File: config.mk
export PLATFORM = sky130hd
export DESIGN_NAME = blocking_channel_merge_flat
export DESIGN_NICKNAME = d
export VERILOG_FILES = /design/src/rtl/blocking_channel_merge_if.sv /design/src/rtl/blocking_channel_merge.sv /design/src/flat_wrapper.sv
export SDC_FILE = /design/constraint.sdc
export NUM_CORES = 1
export LEC_CHECK = 0
export CORE_MARGIN = 2
export CORE_UTILIZATION = 35
export CTS_BUF_LIST = sky130_fd_sc_hd__clkbuf_2 sky130_fd_sc_hd__clkbuf_4 sky130_fd_sc_hd__clkbuf_8
export DETAILED_ROUTE_END_ITERATION = 10
export PLACE_DENSITY = 0.6
export SLEW_MARGIN = 20
export SYNTH_ARGS = -nofsm -noshare
export SYNTH_HDL_FRONTEND = slang
export SYNTH_SLANG_ARGS = --single-unit
File: constraint.sdc
create_clock -name clk -period 2.55 [get_ports clk]
set_clock_uncertainty 0.05 [all_clocks]
set_input_delay 0.765 -clock clk [delete_from_list [all_inputs] [get_ports clk]]
set_output_delay 0.765 -clock clk [all_outputs]
set_load 0.02 [all_outputs]
File: src/rtl/blocking_channel_merge_if.sv
`default_nettype none
// +----------------------------------------------------------------------+
// | blocking_channel_merge_if                                            |
// | Per-lane producer signals plus the single merged consumer port.     |
// | Rev 1.0                                                              |
// +----------------------------------------------------------------------+
interface blocking_channel_merge_if #(
  parameter int WIDTH    = 8,
  parameter int CHANNELS = 4
);
  localparam int CH_BITS = $clog2(CHANNELS);

  logic [CHANNELS*WIDTH-1:0] in_data;
  logic [CHANNELS-1:0]       in_valid;
  logic [CHANNELS-1:0]       in_is_full;
  logic [WIDTH-1:0]          out_data;
  logic [CH_BITS-1:0]        out_channel;
  logic                      out_valid;
  logic                      out_is_taken;

  modport slave (
    input  in_data, in_valid, out_is_taken,
    output in_is_full, out_data, out_channel, out_valid
  );

  modport master (
    output in_data, in_valid, out_is_taken,
    input  in_is_full, out_data, out_channel, out_valid
  );
endinterface
`default_nettype wire

File: src/rtl/blocking_channel_merge.sv
`default_nettype none
// +----------------------------------------------------------------------+
// | blocking_channel_merge                                               |
// | Per-lane blocking FIFOs merged onto one tagged output by an arbiter. |
// | Option: BLOCKING_CHANNEL_MERGE_FIXED_PRIORITY_EN (lane 0 priority).  |
// | Rev 1.0                                                              |
// +----------------------------------------------------------------------+
module blocking_channel_merge #(
  parameter int WIDTH    = 8,
  parameter int DEPTH    = 2,
  parameter int CHANNELS = 4
) (
  input  wire logic               clk,
  input  wire logic               reset,
  blocking_channel_merge_if.slave bus
);
  localparam int CH_BITS  = $clog2(CHANNELS);
  localparam int CNT_BITS = $clog2(DEPTH + 1);
  localparam int PTR_BITS = (DEPTH > 1) ? $clog2(DEPTH) : 1;

  logic [CHANNELS-1:0] nonempty_w;
  logic [CHANNELS-1:0] full_w;
  logic [CHANNELS-1:0] wr_en_w;
  logic [CHANNELS-1:0] pop_w;
  logic [WIDTH-1:0]    head_w [CHANNELS];

  logic                grant_valid_w;
  logic [CH_BITS-1:0]  grant_w;
  logic                pop_any_w;

  assign pop_any_w = bus.out_is_taken && grant_valid_w;

  generate
    for (genvar i = 0; i < CHANNELS; i++) begin : g_lane
      logic [WIDTH-1:0]    mem_q [DEPTH];
      logic [PTR_BITS-1:0] wptr_q, wptr_d;
      logic [PTR_BITS-1:0] rptr_q, rptr_d;
      logic [CNT_BITS-1:0] count_q, count_d;

      // Full is decoded from the registered count, so a same-cycle pop never unblocks a write.
      assign full_w[i]     = (count_q == CNT_BITS'(DEPTH));
      assign nonempty_w[i] = (count_q != '0);
      assign wr_en_w[i]    = bus.in_valid[i] && !full_w[i];
      assign pop_w[i]      = pop_any_w && (grant_w == CH_BITS'(i));
      assign head_w[i]     = mem_q[rptr_q];

      always_comb begin
        wptr_d  = wptr_q;
        rptr_d  = rptr_q;
        count_d = count_q;
        if (wr_en_w[i]) begin
          wptr_d = (wptr_q == PTR_BITS'(DEPTH - 1)) ? '0 : wptr_q + PTR_BITS'(1);
        end
        if (pop_w[i]) begin
          rptr_d = (rptr_q == PTR_BITS'(DEPTH - 1)) ? '0 : rptr_q + PTR_BITS'(1);
        end
        case ({wr_en_w[i], pop_w[i]})
          2'b10:   count_d = count_q + CNT_BITS'(1);
          2'b01:   count_d = count_q - CNT_BITS'(1);
          default: count_d = count_q;
        endcase
      end

      always_ff @(posedge clk or negedge reset) begin
        if (!reset) begin
          wptr_q  <= '0;
          rptr_q  <= '0;
          count_q <= '0;
          for (int e = 0; e < DEPTH; e++) begin
            mem_q[e] <= '0;
          end
        end else begin
          wptr_q  <= wptr_d;
          rptr_q  <= rptr_d;
          count_q <= count_d;
          if (wr_en_w[i]) begin
            mem_q[wptr_q] <= bus.in_data[i*WIDTH +: WIDTH];
          end
        end
      end
    end
  endgenerate

`ifdef BLOCKING_CHANNEL_MERGE_FIXED_PRIORITY_EN
  // Descending scan so the lowest-index non-empty lane is the last to assign.
  always_comb begin
    grant_valid_w = 1'b0;
    grant_w       = '0;
    for (int k = CHANNELS - 1; k >= 0; k--) begin
      if (nonempty_w[k]) begin
        grant_valid_w = 1'b1;
        grant_w       = CH_BITS'(k);
      end
    end
  end
`else
  logic [CH_BITS-1:0] rr_ptr_q, rr_ptr_d;
  logic [CH_BITS:0]   idx_w;
  logic [CH_BITS:0]   grant_inc_w;

  // Descending scan over offsets from rr_ptr: the smallest offset hit wins.
  always_comb begin
    grant_valid_w = 1'b0;
    grant_w       = '0;
    idx_w         = '0;
    for (int k = CHANNELS - 1; k >= 0; k--) begin
      idx_w = {1'b0, rr_ptr_q} + (CH_BITS+1)'(k);
      if (idx_w >= (CH_BITS+1)'(CHANNELS)) begin
        idx_w = idx_w - (CH_BITS+1)'(CHANNELS);
      end
      if (nonempty_w[idx_w[CH_BITS-1:0]]) begin
        grant_valid_w = 1'b1;
        grant_w       = idx_w[CH_BITS-1:0];
      end
    end
  end

  always_comb begin
    grant_inc_w = {1'b0, grant_w} + (CH_BITS+1)'(1);
    rr_ptr_d    = rr_ptr_q;
    if (pop_any_w) begin
      rr_ptr_d = (grant_inc_w >= (CH_BITS+1)'(CHANNELS)) ? '0 : grant_inc_w[CH_BITS-1:0];
    end
  end

  always_ff @(posedge clk or negedge reset) begin
    if (!reset) begin
      rr_ptr_q <= '0;
    end else begin
      rr_ptr_q <= rr_ptr_d;
    end
  end
`endif

  assign bus.in_is_full  = full_w;
  assign bus.out_valid   = grant_valid_w;
  assign bus.out_data    = grant_valid_w ? head_w[grant_w] : '0;
  assign bus.out_channel = grant_valid_w ? grant_w : '0;

endmodule
`default_nettype wire
File: src/flat_wrapper.sv
// flat-port wrapper written by rule: the top's interface ports become plain ports
module blocking_channel_merge_flat 
#(
  parameter int WIDTH    = 8,
  parameter int DEPTH    = 2,
  parameter int CHANNELS = 4
)
  (clk, reset, bus_in_data, bus_in_valid, bus_out_is_taken, bus_in_is_full, bus_out_data, bus_out_channel, bus_out_valid);
  blocking_channel_merge_if #(.WIDTH(WIDTH), .CHANNELS(CHANNELS)) bus_i ();
  input  wire logic clk;
  input  wire logic reset;
  input wire logic [$bits(bus_i.in_data)-1:0] bus_in_data;
  input wire logic [$bits(bus_i.in_valid)-1:0] bus_in_valid;
  input wire logic [$bits(bus_i.out_is_taken)-1:0] bus_out_is_taken;
  output wire logic [$bits(bus_i.in_is_full)-1:0] bus_in_is_full;
  output wire logic [$bits(bus_i.out_data)-1:0] bus_out_data;
  output wire logic [$bits(bus_i.out_channel)-1:0] bus_out_channel;
  output wire logic [$bits(bus_i.out_valid)-1:0] bus_out_valid;
  assign bus_i.in_data = bus_in_data;
  assign bus_i.in_valid = bus_in_valid;
  assign bus_i.out_is_taken = bus_out_is_taken;
  assign bus_in_is_full = bus_i.in_is_full;
  assign bus_out_data = bus_i.out_data;
  assign bus_out_channel = bus_i.out_channel;
  assign bus_out_valid = bus_i.out_valid;
  blocking_channel_merge #(.WIDTH(WIDTH), .DEPTH(DEPTH), .CHANNELS(CHANNELS)) u_core (.clk(clk), .reset(reset), .bus(bus_i));
endmodule
==> flow_metrics.tcl <==
set metrics [dict create \
    violations "setup timing" \
    slew_viol_final 0 \
    grt_setup_unrepaired "yes" \
    grt_first_pass_wirelength_um 14800 \
    tns_ns -3.45 \
    synthTopCellsByCount "dfrtp_1, mux2_2, mux2i_1, xnor2_1" \
    synth-compound-area-share_pct 3.93 \
    hold_path.class "in -> async" \
    clock_latency_ns 0.35 \
    diodes 0 \
    synthAdderAreaFrac_pct 1.57 \
    grt_usage_pct 15.4 \
    synth-edff-count 0 \
    power_w 0.00890 \
    finalWorstSetupSlack_ns -0.405 \
    synth_top_area_share_pct 51.6 \
    switching_share_pct 37.0 \
    area_growth_pct 37.5 \
    synth_area_leader_cell "dfrtp_1" \
    die_x_um 111 \
    cts_root_buffer "clkbuf_8" \
    post-place-ws_ns -0.600 \
    fp.dieH_um 111 \
    p_switching_w 0.00329 \
    htreeDepth 3 \
    synth.area.mux_share_pct 31.7 \
    async_flop_share_pct 100 \
    postRouteAntennaNets 0 \
    via_count 2608 \
    hpwlAfterDp_um 6310 \
    power.density_nw_per_um2 1630 \
    synth_area_leaders "dfrtp_1, mux2_2, mux2i_1" \
    drcViolationCount 0 \
    fmax_mhz 338 \
    detail_route.wl_per_cell_um 16.6 \
    ys_ff_latch 82 \
    rrSetupSlack_ns 0.08 \
    slew-limit-headroom_pct 62.8 \
    seq_power_share_pct 26.9 \
    internal_power_w 0.00561 \
    max_stage_delay_ns 0.40 \
    syn-cell-area_um2 3980 \
    synth_most_common_cell "dfrtp_1" \
    placed_cell_area_um2 4970 \
    clkTransAtPathRegs_ns 0.08 \
    synth_top_family_by_area "multiplexers" \
    start_util_pct 36.2 \
    rows 38 \
    synth_nets 331 \
    critPathKind "reg -> out" \
    antenna_found_initial 0 \
    avgSynthCellArea_um2 13.9 \
    tightest_slew_ns 0.558 \
    whs_ns 0.349 \
    ys_warn_count 0 \
    routabilityCongestion 0.783 \
    ys.flop_type "dfrtp_1" \
    slowest_stage "dfrtp_1" \
    ctsLongestPathBuffers 2 \
    synth-seq-area-share_pct 51.6 \
    arrival_ns 2.14 \
    routed_wl_um 8880 \
    cts_num_sinks 82 \
    postLayoutCellArea_um2 5470 \
    io_pins 54 \
    core_area_um2 11000 \
    io_buffers 53 \
    clock_power_share_pct 12.0 \
    via_per_inst 4.88 \
    grt_pass1_vias 2880 \
    hold_violations 0 \
    synthDistinctLibCells 38 \
    period_needed_ns 2.95 \
    max-vdd-ir-drop_mv 1.51 \
    grt_start_max_net_pins 44 \
    r2r-end "u_core.g_lane[3].count_q[1]$_DFFE_PN0P_" \
    status "finished, violations left" \
    dieArea_um2 12200 \
    num-nets-final 433 \
    p_leak_nw 2.42 \
    drive_gt1_share_pct 47.2 \
    cts_tree "built" \
    syn_inst 287 \
    worstPathRequired_ns 1.74 \
    pwr-share-comb_pct 61.1 \
    setup_viol 10 \
    synthSimpleGateAreaFrac_pct 5.19 \
    dr.pass1.iters 4 \
    drtIter0Drc 33 \
    critPathLaunchType "register" \
    end_kind "output port" \
    r2r_cells 13 \
    drv_cap 0 \
    crit_fanout 7 \
    crit_chain "nor2_2 -> and3b_2 -> o22a_4 -> mux2_4 -> o22ai_2 -> buf_6" \
    synthXorXnorAreaFrac_pct 4.40 \
    r2r-start "u_core.g_lane[2].count_q[0]$_DFFE_PN0P_" \
    cts_buffers 9 \
    grt_overflow_total 0 \
    fin_crit_sh_pct 116 \
]
## metrics by stage
step	utilization, %	cells
finish	49.8	534
detailed placement	45.3	510
CTS	48.7	531
global placement	45.3	510
floorplan	-	287
global route	49.8	534
## sequential cells by signal, summed over array words and instances (netlist names)
| register | flops |
|---|---|
| u_core.g_lane.wptr_q | 4 |
| u_core.g_lane.count_q | 8 |
| u_core.rr_ptr_q | 2 |
| u_core.g_lane.rptr_q | 4 |
| u_core.g_lane.mem_q | 64 |
## power by group through the flow
stage / sequential (W) / clock (W) / combinational (W)
2_1_floorplan: 0.00232 / 0 / 0.00310
3_3_place_gp: 0.00236 / 0 / 0.00473
3_5_place_dp: 0.00239 / 0 / 0.00477
4_1_cts: 0.00239 / 0.00110 / 0.00520
5_1_grt: 0.00248 / 0.00117 / 0.00584
6_report: 0.00239 / 0.00107 / 0.00544
## layout by cell type, fill, tap and decap left out, types with 7 or more instances in the layout
cell type	count
clkdlybuf4s50_1	37
xnor2_1	11
xor2_1	8
mux2_2	67
dfrtp_1	82
mux2_4	9
clkbuf_8	10
buf_4	33
buf_6	17
mux2i_1	32
nor2_2	7
## worst max-delay path: cells and delay by family (launching register included)
family / cells / cell delay (ns)
compound gates: 2 / 0.47
buf+inv: 1 / 0.15
flops: 1 / 0.40
mux: 1 / 0.31
simple gates: 2 / 0.45
## repair_timing
item | 4_1_cts | 5_1_grt
buffers inserted | 4 | 3
cloned | 2 | 0
endpoints found under the setup margin | 18 | 14
hold buffers | 0 | 0
gates resized for setup | 87 | 21
pin swaps | 7 | 10
## routing by layer
metal  track usage [%]  vias up  part of all wire, %
met5                 0        -                    0
met4              4.25        0                 0.87
met3              3.51        8                  2.7
met2              25.4       37                   49
met1              20.3     1325                   47
li1                  -     1238                    -
## cell families after synthesis
| group | count (synthesis) |
|---|---|
| xor gates and xnor gates | 20 |
| muxes | 113 |
| AOI/OAI and AO/OA | 17 |
| buffers and inverters | 13 |
| and+or+nand+nor | 37 |
| DFF | 82 |
| adders and majority gates | 5 |
## area by class of cell
cell class,instances,area (µm²)
Inverter,6,25.0
Sequential cell,82,2050
Clock buffer,12,153
Clock inverter,4,73.8
Timing Repair Buffer,96,930
Tap cell,140,175
Multi-Input combinational cell,194,2060
Fill cell,978,5510
## worst max-delay path by stage
stage / start / end / slack [ns] / cells past startpoint
finish: u_core.g_lane[2].count_q[0]$_DFFE_PN0P_ / bus_out_data[4] / -0.40 / 6
global route: u_core.g_lane[2].count_q[0]$_DFFE_PN0P_ / bus_out_data[6] / -0.45 / 6
CTS: u_core.g_lane[2].count_q[1]$_DFFE_PN0P_ / bus_out_data[6] / -0.40 / 6
detailed placement: u_core.g_lane[1].count_q[1]$_DFFE_PN0P_ / bus_out_data[6] / -0.60 / 6
global placement: u_core.g_lane[1].count_q[1]$_DFFE_PN0P_ / bus_out_data[6] / -0.55 / 6
floorplan: u_core.g_lane[2].count_q[0]$_DFFE_PN0P_ / bus_out_data[6] / 0.01 / 6
Note: power is estimated with default switching activity, not from simulation.
